File: config.mk
export PLATFORM = sky130hd
export DESIGN_NAME = input_vc_buffer_flat
export DESIGN_NICKNAME = d
export VERILOG_FILES = /design/src/rtl/noc_pkg.sv /design/src/rtl/input_vc_buffer_if.sv /design/src/rtl/vc_slot_pair.sv /design/src/rtl/input_vc_buffer.sv /design/src/flat_wrapper.sv
export SDC_FILE = /design/constraint.sdc
export NUM_CORES = 1
export LEC_CHECK = 0
export CORE_MARGIN = 1.5
export CORE_UTILIZATION = 45
export DETAILED_ROUTE_END_ITERATION = 16
export GPL_TIMING_DRIVEN = 1
export PLACE_DENSITY = 0.87
export SLEW_MARGIN = 10
export SYNTH_ARGS = -nofsm -noshare
export SYNTH_HDL_FRONTEND = slang
export SYNTH_SLANG_ARGS = --single-unit
File: constraint.sdc
create_clock -name clk -period 1.9 [get_ports clk]
set_input_delay 0.38 -clock clk [delete_from_list [all_inputs] [get_ports clk]]
set_output_delay 0.38 -clock clk [all_outputs]
set_load 0.02 [all_outputs]
File: src/rtl/noc_pkg.sv
// rtl/noc_pkg.sv - shared flit geometry, phase encoding and hop-field helper for the input VC buffer
package noc_pkg;

  localparam int FLIT_W_DEF  = 64;
  localparam int HOP_LSB_DEF = 48;
  localparam int HOP_W       = 8;

  // Phase value of the state input: which VC the link side is filling.
  localparam logic PHASE_EVEN = 1'b0;  // link -> VC1, arbiter <- VC2
  localparam logic PHASE_ODD  = 1'b1;  // link -> VC2, arbiter <- VC1

  function automatic logic [HOP_W-1:0] hop_dec(input logic [HOP_W-1:0] hop);
    return (hop == '0) ? '0 : hop - 1'b1;
  endfunction

endpackage

File: src/rtl/input_vc_buffer_if.sv
// rtl/input_vc_buffer_if.sv - upstream link handshake (send / data / ready) between sender and VC buffer
interface input_vc_buffer_if #(
  parameter int FLIT_W = noc_pkg::FLIT_W_DEF
);

  logic              link_si;
  logic [FLIT_W-1:0] link_di;
  logic              link_ri;

  modport master (output link_si, output link_di, input  link_ri);
  modport slave  (input  link_si, input  link_di, output link_ri);

endinterface

File: src/rtl/vc_slot_pair.sv
// rtl/vc_slot_pair.sv - two-slot storage for one virtual channel with fill and grant-clear logic
module vc_slot_pair
  import noc_pkg::*;
#(
  parameter int FLIT_W = FLIT_W_DEF
) (
  input  logic              clk,
  input  logic              reset,
  input  logic              wr_en,
  input  logic [FLIT_W-1:0] wr_data,
  input  logic              rd_sel,
  input  logic              grant1,
  input  logic              grant2,
  output logic              req1,
  output logic              req2,
  output logic [FLIT_W-1:0] buf1,
  output logic [FLIT_W-1:0] buf2,
  output logic [1:0]        count,
  output logic              has_free
);

  logic              v1_q, v1_d, v2_q, v2_d;
  logic [FLIT_W-1:0] d1_q, d1_d, d2_q, d2_d;
  logic [1:0]        cnt_q, cnt_d;

  always_comb begin
    v1_d = v1_q;
    v2_d = v2_q;
    d1_d = d1_q;
    d2_d = d2_q;
    // wr_en is only raised while this VC is the write side, so fill and
    // grant-clear never target the same pair in one cycle.
    if (wr_en) begin
      if (!v1_q) begin
        v1_d = 1'b1;
        d1_d = wr_data;
      end else begin
        v2_d = 1'b1;
        d2_d = wr_data;
      end
    end
    if (rd_sel && grant1 && v1_q) v1_d = 1'b0;
    if (rd_sel && grant2 && v2_q) v2_d = 1'b0;
    cnt_d = {1'b0, v1_d} + {1'b0, v2_d};
  end

  always_ff @(posedge clk or negedge reset) begin
    if (!reset) begin
      v1_q  <= 1'b0;
      v2_q  <= 1'b0;
      d1_q  <= '0;
      d2_q  <= '0;
      cnt_q <= 2'd0;
    end else begin
      v1_q  <= v1_d;
      v2_q  <= v2_d;
      d1_q  <= d1_d;
      d2_q  <= d2_d;
      cnt_q <= cnt_d;
    end
  end

  assign req1     = v1_q;
  assign req2     = v2_q;
  assign buf1     = d1_q;
  assign buf2     = d2_q;
  assign count    = cnt_q;
  assign has_free = !(v1_q && v2_q);

endmodule

File: src/rtl/input_vc_buffer.sv
// rtl/input_vc_buffer.sv - ping-pong two-VC input buffer; INPUT_VC_BUFFER_HOP_DEC_EN enables hop decrement on capture
module input_vc_buffer
  import noc_pkg::*;
#(
  parameter int FLIT_W  = FLIT_W_DEF,
  parameter int HOP_LSB = HOP_LSB_DEF
) (
  input  logic                 clk,
  input  logic                 reset,
  input  logic                 state,
  input_vc_buffer_if.slave     link,
  output logic                 vc_1_req1,
  output logic                 vc_1_req2,
  output logic                 vc_2_req1,
  output logic                 vc_2_req2,
  output logic [FLIT_W-1:0]    vc_1_req_buffer_1,
  output logic [FLIT_W-1:0]    vc_1_req_buffer_2,
  output logic [FLIT_W-1:0]    vc_2_req_buffer_1,
  output logic [FLIT_W-1:0]    vc_2_req_buffer_2,
  input  logic                 flag_vc1_req1,
  input  logic                 flag_vc1_req2,
  input  logic                 flag_vc2_req1,
  input  logic                 flag_vc2_req2,
  output logic [1:0]           vc1_count,
  output logic [1:0]           vc2_count
);

`ifdef INPUT_VC_BUFFER_HOP_DEC_EN
  localparam bit HOP_DEC_EN = 1'b1;
`else
  localparam bit HOP_DEC_EN = 1'b0;
`endif

  logic              wr_vc1;
  logic              free1, free2;
  logic              xfer;
  logic [FLIT_W-1:0] flit_in;

  assign wr_vc1       = (state == PHASE_EVEN);
  assign link.link_ri = reset && (wr_vc1 ? free1 : free2);
  assign xfer         = link.link_si && link.link_ri;

  always_comb begin
    flit_in = link.link_di;
    if (HOP_DEC_EN) flit_in[HOP_LSB +: HOP_W] = hop_dec(link.link_di[HOP_LSB +: HOP_W]);
  end

  vc_slot_pair #(.FLIT_W(FLIT_W)) u_vc1 (
    .clk      (clk),
    .reset    (reset),
    .wr_en    (xfer && wr_vc1),
    .wr_data  (flit_in),
    .rd_sel   (!wr_vc1),
    .grant1   (flag_vc1_req1),
    .grant2   (flag_vc1_req2),
    .req1     (vc_1_req1),
    .req2     (vc_1_req2),
    .buf1     (vc_1_req_buffer_1),
    .buf2     (vc_1_req_buffer_2),
    .count    (vc1_count),
    .has_free (free1)
  );

  vc_slot_pair #(.FLIT_W(FLIT_W)) u_vc2 (
    .clk      (clk),
    .reset    (reset),
    .wr_en    (xfer && !wr_vc1),
    .wr_data  (flit_in),
    .rd_sel   (wr_vc1),
    .grant1   (flag_vc2_req1),
    .grant2   (flag_vc2_req2),
    .req1     (vc_2_req1),
    .req2     (vc_2_req2),
    .buf1     (vc_2_req_buffer_1),
    .buf2     (vc_2_req_buffer_2),
    .count    (vc2_count),
    .has_free (free2)
  );

endmodule

File: src/flat_wrapper.sv
// flat-port wrapper written by rule: the top's interface ports become plain ports
module input_vc_buffer_flat import noc_pkg::*;
#(
  parameter int FLIT_W  = FLIT_W_DEF,
  parameter int HOP_LSB = HOP_LSB_DEF
)
  (clk, reset, state, vc_1_req1, vc_1_req2, vc_2_req1, vc_2_req2, vc_1_req_buffer_1, vc_1_req_buffer_2, vc_2_req_buffer_1, vc_2_req_buffer_2, flag_vc1_req1, flag_vc1_req2, flag_vc2_req1, flag_vc2_req2, vc1_count, vc2_count, link_link_si, link_link_di, link_link_ri);
  input_vc_buffer_if #(.FLIT_W(FLIT_W)) link_i ();
  input  logic clk;
  input  logic reset;
  input  logic state;
  output logic vc_1_req1;
  output logic vc_1_req2;
  output logic vc_2_req1;
  output logic vc_2_req2;
  output logic [FLIT_W-1:0] vc_1_req_buffer_1;
  output logic [FLIT_W-1:0] vc_1_req_buffer_2;
  output logic [FLIT_W-1:0] vc_2_req_buffer_1;
  output logic [FLIT_W-1:0] vc_2_req_buffer_2;
  input  logic flag_vc1_req1;
  input  logic flag_vc1_req2;
  input  logic flag_vc2_req1;
  input  logic flag_vc2_req2;
  output logic [1:0] vc1_count;
  output logic [1:0] vc2_count;
  input wire logic [$bits(link_i.link_si)-1:0] link_link_si;
  input wire logic [$bits(link_i.link_di)-1:0] link_link_di;
  output wire logic [$bits(link_i.link_ri)-1:0] link_link_ri;
  assign link_i.link_si = link_link_si;
  assign link_i.link_di = link_link_di;
  assign link_link_ri = link_i.link_ri;
  input_vc_buffer #(.FLIT_W(FLIT_W), .HOP_LSB(HOP_LSB)) u_core (.clk(clk), .reset(reset), .state(state), .link(link_i), .vc_1_req1(vc_1_req1), .vc_1_req2(vc_1_req2), .vc_2_req1(vc_2_req1), .vc_2_req2(vc_2_req2), .vc_1_req_buffer_1(vc_1_req_buffer_1), .vc_1_req_buffer_2(vc_1_req_buffer_2), .vc_2_req_buffer_1(vc_2_req_buffer_1), .vc_2_req_buffer_2(vc_2_req_buffer_2), .flag_vc1_req1(flag_vc1_req1), .flag_vc1_req2(flag_vc1_req2), .flag_vc2_req1(flag_vc2_req1), .flag_vc2_req2(flag_vc2_req2), .vc1_count(vc1_count), .vc2_count(vc2_count));
endmodule
==> out/results.ini, run 1 <==
[run_status]
status=completed

[power_and_ir_drop]
p_int_mw=14.37
combPwrFrac_pct=37.9
seq_power_share_pct=38.8
p_leak_nw=7.795
power.total_mw=21.51
peakVddDrop_uv=1144
switchingPower_mw=7.142
power_frac_clock_pct=23.2
switching_share_pct=33.20
power_density_nw_per_um2=1443

[final_layout]
fill_cells=1336
layout-drive-gt1-share_pct=33.75
syn_to_final_growth_pct=51.77
layout_commonest_cell=dfrtp_1
layout_common_cells=dfrtp_1, mux2_2, dlymetal6s2s_1
diodes=0
nets=1015

[die]
die_y_um=150.7
core_region_area_sq_um=21220
start_util_pct=46.27
pin_count=337
die-area_sq_um=22720
die_w_um=150.7
fp-row-count=53

[drt]
num_vias=6310
wire_per_inst_um=21.18
drc=0
drt-total-wl_um=26100
vias_per_cell=5.122
antenna_left=0
drtPass1Iterations=6
dr.first_iter.drc_count=169

[placement]
gp_congestion=0.8239
numPortBuffers=336
dp_slack_ps=-408.0
place_hpwl_um=17670

[global_route]
grt_pass1_vias=6892
grt_pass1_wl_um=38650
grt_overflow=0
antenna_found_initial=0
grt_max_degree=138
grt_usage_pct=22.00

[yosys]
synth-seq-cells=264
seq_area_frac_synth_pct=67.28
syn_inst=569
netlist_top_cells_area=dfrtp_1, mux2_2, mux2_1
syn-cell-area_sq_um=9819
yosysTopAreaCell=dfrtp_1
syn_avg_cell_area_sq_um=17.26
yosysWarnings=0
synth.top_cell.area_share_pct=67.28
syn_nets=643
ys_types=19

[critical_path]
crit_arrival_ps=1500
crit_slowest_cell=clkdlybuf4s50_1
required_ps=1520
end_kind=output pin
critical_path.max_fanout=2
worst-path-buf-inv=1
start_kind=flop
path_class=reg -> out
path_delay_family=buffers and inverters
cp_cell_sequence=clkdlybuf4s50_1
critPathMaxStageDelay_ps=610

[clock_tree]
cts_buffer_depth=3
cts.htree.levels=1
worstSkewPairLatency_ps=520
path_clk_slew_ps=60
cts.sinks=264
clock-root-buffer=clkbuf_16
postCtsSetupBuffers=0
cts_tree=yes
cts_buffers=27

[sta]
fin_skew_ps=8.668
hold_viol_final=0
fin_setup_tns_ps=0
slew_headroom_pct=50.65
setup_slack_ps=22.60
slew_viol_final=0
tightest_slew_ps=740.3
fmax_mhz=532.7
finalSetupViolations=0
post-route-period-util_pct=98.81
fin_crit_ps=1877

[job]
maxCapViolCount=0

[hold_path]
hold_class=in -> async

## registers in the layout (all words and copies together) (netlist names)
register            count
u_core.u_vc1.count      2
u_core.u_vc2.req1       1
u_core.u_vc2.req2       1
u_core.u_vc1.buf2      64
u_core.u_vc2.count      2
u_core.u_vc2.buf1      64
u_core.u_vc1.req2       1
u_core.u_vc1.buf1      64
u_core.u_vc2.buf2      64
u_core.u_vc1.req1       1
## final cells by class
| type | instances | area, sq um | area share (%) |
|---|---|---|---|
| inverter | 4 | 15.01 | 0.1007 |
| clock buffer | 39 | 770.7 | 5.172 |
| multi-input combinational | 276 | 3054 | 20.49 |
| clock inverter | 6 | 55.05 | 0.3694 |
| sequential | 264 | 6606 | 44.33 |
| timing repair buffer | 368 | 4058 | 27.23 |
| tap | 275 | 344.1 | 2.309 |
## stage by stage
| step | cell area [sq um] | utilization [%] | instances | hold slack (ps) |
|---|---|---|---|---|
| floorplan | 9819 | - | 569 | 84.41 |
| global placement | 13780 | 64.95 | 1186 | 378.6 |
| detailed placement | 13780 | 64.95 | 1186 | 381.4 |
| CTS | 14550 | 68.54 | 1232 | 440.9 |
| global route | 14900 | 70.23 | 1232 | 457.6 |
| finish | 14900 | 70.23 | 1232 | 469.2 |
## path summary, 6_finish.rpt
| check | start | endpoint | slack, ps | cells after the start |
|---|---|---|---|---|
| min | reset | u_core.u_vc2.buf2[34] | 470 | 3 |
| max in group asynchronous | reset | u_core.u_vc2.buf1[20] | 710 | 3 |
| max | u_core.u_vc2.buf1[43] | vc_2_req_buffer_1[43] | 20 | 1 |
| min in group clk | flag_vc1_req1 | u_core.u_vc1.req1 | 470 | 2 |
| min reg2reg | u_core.u_vc1.buf2[12] | u_core.u_vc1.buf2[12] | 480 | 1 |
| max reg2reg | u_core.u_vc2.req1 | u_core.u_vc2.buf2[51] | 220 | 4 |
## kinds of logic after synthesis
kind of cell / synth area share [%]
AOI/OAI and AO/OA: 0.4841
adders and majority gates: 0.2548
buffers and inverters: 1.809
DFF: 67.28
muxes: 29.36
and+or+nand+nor: 0.8155
## Yosys cell counts (all sizes together)
cell and number:
o22ai 2, nor3 2, a21oi 3, nand2 1
nor2 2, dfrtp 264, o311a 1, nor4 1
and2 1, mux2 256, nand3 3, inv 4
ha 2, buf 25, o21ai 2
## timing repair
action                                  in CTS  in global routing
hold endpoints to repair                    36                  0
resized for setup                           59                143
hold buffers                                 1                  0
endpoints found under the setup margin      56                143
## routing by layer
layer / vias to the layer above / global-route usage [%] / wire length, um
met3: 58 / 6.242 / 2008
met2: 257 / 38.56 / 13420
li1: 2767 / - / -
met4: 0 / 7.427 / 856
met1: 3228 / 25.86 / 9814
met5: - / 0 / 0
## power by group through the flow
stage / Combinational, mW / Clock (mW) / Sequential, mW
after CTS: 8.38 / 5.12 / 8.39
after global placement: 8.43 / 0 / 8.32
after detailed placement: 8.60 / 0 / 8.47
after global routing: 8.51 / 5.33 / 8.57
final: 8.16 / 5.00 / 8.36
after floorplan: 1.67 / 0 / 10.6
(Power assumes the default switching activity.)
==> run 2: changes to the inputs <==
--- a/config.mk
+++ b/config.mk
@@ -5,9 +5,9 @@
 export SDC_FILE = /design/constraint.sdc
 export NUM_CORES = 1
 export LEC_CHECK = 0
-export CORE_MARGIN = 1.5
 export CORE_UTILIZATION = 45
 export DETAILED_ROUTE_END_ITERATION = 16
+export GPL_ROUTABILITY_DRIVEN = 0
 export GPL_TIMING_DRIVEN = 1
 export PLACE_DENSITY = 0.87
 export SLEW_MARGIN = 10
==> constraint.sdc (replaced) <==
create_clock -name clk -period 2.1 [get_ports clk]
set_input_delay 0.42 -clock clk [delete_from_list [all_inputs] [get_ports clk]]
set_output_delay 0.42 -clock clk [all_outputs]
set_load 0.02 [all_outputs]
==> out/results.ini, run 2 (same netlist as run 1, synthesis figures left out) <==
[placement]
place_hpwl_um=17090  ; -3.2%
numPortBuffers=336  ; unchanged
dp_slack_ps=-229.2  ; +178.9 ps

[critical_path]
r2r-end=u_core.u_vc2.buf2[51]
crit_arrival_ps=1610  ; +110 ps
worstSetupStartpoint=u_core.u_vc1.req1
reg2reg_depth=4  ; unchanged
start_kind=flop
end_kind=output pin
path_class=reg -> out
worst-r2r-setup-slack_ps=420  ; +200 ps
required_ps=1680  ; +160 ps
rr_startpoint=u_core.u_vc2.req1
critical_path.max_fanout=4  ; +2

[hold_path]
hold_class=in -> async

[sta]
tightest_slew_ps=780.7  ; +40.43 ps
fin_skew_ps=9.182  ; +0.5138 ps
fin_crit_ps=2034
post-route-period-util_pct=96.85
setup_slack_ps=66.06  ; +43.46 ps
slew_headroom_pct=47.95  ; -2.7 points
fmax_mhz=491.7
rsz0062_at_grt=false
slew_viol_final=0  ; unchanged
finalSetupViolations=0  ; unchanged
hold_viol_final=0  ; unchanged

[die]
fp-row-count=53  ; unchanged
start_util_pct=46.27  ; unchanged
core_region_area_sq_um=21220  ; unchanged
die-area_sq_um=22420  ; -1.3%
die_y_um=149.7  ; -0.66%
pin_count=337  ; unchanged
die_w_um=149.7  ; -0.66%

[power_and_ir_drop]
power_density_nw_per_um2=1379  ; -4.5%
peakVddDrop_uv=876.9  ; -23%
p_leak_nw=6.280  ; -19%

[final_layout]
utilization_pct=69.54  ; -0.69 points
diodes=0  ; unchanged
layout_common_cells=clkdlybuf4s50_1, dfrtp_1, mux2_2
nets=1018  ; +0.30%
syn_to_final_growth_pct=50.28
layout_commonest_cell=clkdlybuf4s50_1
fill_cells=1353  ; +1.3%
layout-drive-gt1-share_pct=35.03  ; +1.3 points

[drt]
drc=0  ; unchanged
drt-total-wl_um=24880  ; -4.7%
num_vias=6262  ; -0.76%
vias_per_cell=5.050  ; -1.4%
wire_per_inst_um=20.06  ; -5.3%
drtPass1Iterations=4  ; -2
antenna_left=0  ; unchanged
dr.first_iter.drc_count=178  ; +5.3%

[run_status]
status=completed

[clock_tree]
path_clk_slew_ps=60  ; about the same
cts_buffer_depth=3  ; unchanged
cts.htree.levels=1  ; unchanged
cts_tree=yes
worstSkewPairLatency_ps=530  ; about the same
cts.sinks=264  ; unchanged
cts_buffers=28  ; +3.7%
clock-root-buffer=clkbuf_16

[global_route]
grt_overflow=0  ; unchanged
grt_max_degree=145  ; +5.1%
grt_pass1_wl_um=38640  ; about the same
grt_pass1_vias=6909  ; +0.25%
grt_usage_pct=22.27  ; +0.27 points
antenna_found_initial=0  ; unchanged

[job]
maxCapViolCount=0  ; unchanged

run 2: changes by cell type in the layout (fill, tap and decap cells not counted), moves of 3 or more:
cell	previous run	this run
clkbuf_8	5	9
buf_4	18	22
clkdlybuf4s50_1	136	333
dlygate4sd2_1	55	0
clkbuf_1	7	1
clkinv_2	5	8
dlymetal6s2s_1	143	1
run 2: critical path, stage by stage (launching register included):
cell and delay, ps:
dfrtp_2 390, inv_2 70, o311a_1 340, clkdlybuf4s15_1 290
run 2: power breakdown:
part | internal (mW) | total [mW] | switching, mW | leakage [nW]
Combinational | 4.06 | 7.72 | 3.66 | 2.62
Sequential | 6.72 | 7.61 | 0.889 | 3.17
Clock | 3.06 | 5.01 | 1.95 | 0.483
Total | 13.8 | 20.3 | 6.50 | 6.28
run 2: repair_timing:
action | in CTS | in global routing
hold endpoints to repair | 16 | 0
setup endpoints to repair | 2 | 2
setup buffers | 2 | 0
hold buffers | 1 | 0
gates resized for setup | 3 | 2
run 2: stage by stage:
| stage | TNS, ps | cells | instance area (sq um) | hold slack, ps | total power, mW |
|---|---|---|---|---|---|
| finish | 0 | 1240 | 14760 | 13.96 | 20.35 |
| global route | 0 | 1240 | 14760 | 73.99 | 21.20 |
| CTS | 0 | 1240 | 14750 | 19.96 | 20.55 |
| detailed placement | -16330 | 1186 | 13760 | 257.5 | 15.39 |
| global placement | -8494 | 1186 | 13760 | 255.7 | 15.14 |
| floorplan | 0 | 569 | 9819 | 124.4 | 11.13 |
run 2: final cells by class:
cell class / instances / area, sq um / area share [%]
flip-flops and latches: 264 / 6609 / 44.79
repair buffers: 370 / 3766 / 25.52
multi-input cells: 276 / 3054 / 20.70
clock buffers: 39 / 853.3 / 5.783
well taps: 275 / 344.1 / 2.332
clock inverters: 12 / 115.1 / 0.7801
inverters: 4 / 15.01 / 0.1017
run 2: worst max path at each step:
stage / slack, ps / cells after the start / endpoint
2_1_floorplan: 230 / 4 / u_core.u_vc1.buf2[3]
3_3_place_gp: -150 / 6 / u_core.u_vc1.buf2[42]
3_5_place_dp: -230 / 6 / u_core.u_vc1.buf2[27]
4_1_cts: 10 / 3 / link_link_ri
5_1_grt: 20 / 3 / link_link_ri
6_report: 70 / 3 / link_link_ri
run 2: metal layers:
metal	GRT usage, %	vias up	share of wire, %
met3	5.823	46	7.7
met1	26.33	3198	39
met4	6.919	0	2.7
met5	0	-	0
met2	39.44	244	51
li1	-	2774	-
==> run 3: changes to the inputs <==
==> constraint.sdc (replaced) <==
create_clock -name clk -period 2.3 [get_ports clk]
set_input_delay 0.46 -clock clk [delete_from_list [all_inputs] [get_ports clk]]
set_output_delay 0.46 -clock clk [all_outputs]
set_load 0.02 [all_outputs]
==> out/results.ini, run 3 (same netlist as run 1, synthesis figures left out) <==
[run_status]
status=completed

[clock_tree]
postCtsSetupBuffers=0  ; -2
cts_buffer_depth=3  ; unchanged
cts.htree.levels=1  ; unchanged
cts.sinks=264  ; unchanged
clock-root-buffer=clkbuf_16
cts_buffers=27  ; -3.6%
cts_tree=yes
worstSkewPairLatency_ps=520  ; about the same
path_clk_slew_ps=60  ; about the same

[critical_path]
crit_arrival_ps=1740  ; +130 ps
start_kind=input port
path_delay_family=buffers and inverters
rr_startpoint=u_core.u_vc1.req1
reg2reg_depth=5  ; +1
r2r-end=u_core.u_vc1.buf2[28]
cp_cell_sequence=dlygate4sd3_1, buf_12, o311a_1, clkdlybuf4s15_1
end_kind=output pin
worst-path-buf-inv=3  ; +1
critPathMaxStageDelay_ps=590  ; +200 ps
worst-r2r-setup-slack_ps=560  ; +140 ps
crit_slowest_cell=dlygate4sd3_1
required_ps=1840  ; +160 ps
path_class=in -> out
critical_path.max_fanout=27  ; +23

[global_route]
antenna_found_initial=0  ; unchanged
grt_overflow=0  ; unchanged
grt_max_degree=147  ; +1.4%
grt_pass1_vias=6803  ; -1.5%
grt_usage_pct=21.73  ; -0.53 points
grt_pass1_wl_um=37650  ; -2.6%

[sta]
fin_skew_ps=10.79  ; +1.611 ps
setup_slack_ps=96.48  ; +30.43 ps
rsz0062_at_grt=false
whs_ps=389.9  ; +376.0 ps
slew_headroom_pct=46.71  ; -1.2 points
fmax_mhz=453.8
slew_viol_final=0  ; unchanged
finalSetupViolations=0  ; unchanged
post-route-period-util_pct=95.81
tightest_slew_ps=799.3  ; +18.64 ps
hold_viol_final=0  ; unchanged
fin_crit_ps=2204

[die]
die_y_um=149.7  ; unchanged
start_util_pct=46.27  ; unchanged
fp-row-count=53  ; unchanged
die_w_um=149.7  ; unchanged
pin_count=337  ; unchanged
die-area_sq_um=22420  ; unchanged
core_region_area_sq_um=21220  ; unchanged

[drt]
wl_met3_um=1893  ; -0.68%
met1Wirelength_um=9175  ; -4.6%
dr.first_iter.drc_count=181  ; +1.7%
drtPass1Iterations=5  ; +1
drc=0  ; unchanged
num_vias=6216  ; -0.73%
drt-total-wl_um=24560  ; -1.3%
dr_wl_met2_um=12930  ; +2.0%
vias_per_cell=5.078  ; +0.56%
top_layer=met4
antenna_left=0  ; unchanged
wire_per_inst_um=20.07  ; about the same

[final_layout]
diodes=0  ; unchanged
syn_to_final_growth_pct=47.96
layout_common_cells=clkdlybuf4s50_1, dfrtp_1, mux2_2
fill_cells=1408  ; +4.1%
nets=1005  ; -1.3%
layout-drive-gt1-share_pct=33.19  ; -1.8 points
fin_area_sq_um=14530  ; -1.5%
multi_input_area_sq_um=3054  ; unchanged
utilization_pct=68.47  ; -1.1 points
layout_commonest_cell=clkdlybuf4s50_1
final-seq-area_sq_um=6608  ; about the same

[power_and_ir_drop]
combPwrFrac_pct=38.8  ; +0.8 points
p_int_mw=12.29  ; -11%
power_frac_clock_pct=22.9  ; -1.7 points
p_leak_nw=6.137  ; -2.3%
switchingPower_mw=5.838  ; -10%
seq_power_share_pct=38.2  ; +0.8 points
peakVddDrop_uv=899.6  ; +2.6%
switching_share_pct=32.20  ; +0.24 points
power_density_nw_per_um2=1248  ; -9.5%

[job]
maxCapViolCount=0  ; unchanged

[hold_path]
hold_class=in -> async

[placement]
place_hpwl_um=16570  ; -3.1%
dp_slack_ps=-19.35  ; +209.8 ps
placed_cell_area_sq_um=13660  ; -0.73%
numPortBuffers=336  ; unchanged

## run 3: how the worst max path moves through the flow
| stage | startpoint | end | slack, ps | cells after the start |
|---|---|---|---|---|
| after floorplan | state | u_core.u_vc1.buf2[3] | 390 | 4 |
| after global placement | state | u_core.u_vc1.buf2[37] | 4 | 6 |
| after detailed placement | state | u_core.u_vc1.buf2[38] | -20 | 6 |
| after CTS | reset | link_link_ri | 30 | 4 |
| after global routing | reset | link_link_ri | 10 | 4 |
| final | reset | link_link_ri | 100 | 4 |
## run 3: worst register-to-register path, stage by stage, from the launching register on
cell     delay, ps
dfrtp_2        430
inv_2           90
nor4_4         340
buf_4          210
buf_4          200
mux2_2         370
## run 3: timing repair
action                                  in CTS  in global routing
hold buffers                                 1                  0
resized for setup                            2                  2
hold endpoints to repair                    21                  0
endpoints found under the setup margin       1                  1
## run 3: per-stage QoR
step,setup TNS (ps),cells,power [mW]
after CTS,0,1224,18.30
after global placement,0,1176,13.80
after floorplan,0,569,10.16
after detailed placement,-211.4,1176,14.03
final,0,1224,18.13
after global routing,0,1224,18.90
## run 3: cell type report
type                       instances  area share, %
inverter                           4         0.1033
clock buffer                      44          5.779
multi-input combinational        276          21.02
tap                              275          2.368
sequential                       264          45.48
timing repair buffer             358          25.15
clock inverter                     3         0.1033
## run 3: power by group through the flow
| stage | registers (mW) | clock network [mW] | logic, mW |
|---|---|---|---|
| floorplan | 8.78 | 0 | 1.38 |
| finish | 6.93 | 4.16 | 7.04 |
| global route | 7.11 | 4.44 | 7.35 |
| global placement | 6.89 | 0 | 6.91 |
| CTS | 6.94 | 4.26 | 7.09 |
| detailed placement | 6.99 | 0 | 7.04 |
## run 3: metal layers
layer  vias to the layer above  GRT usage [%]
li1                       2748              -
met4                         0          6.111
met5                         -              0
met3                        48          5.488
met1                      3185          24.71
met2                       235          40.07
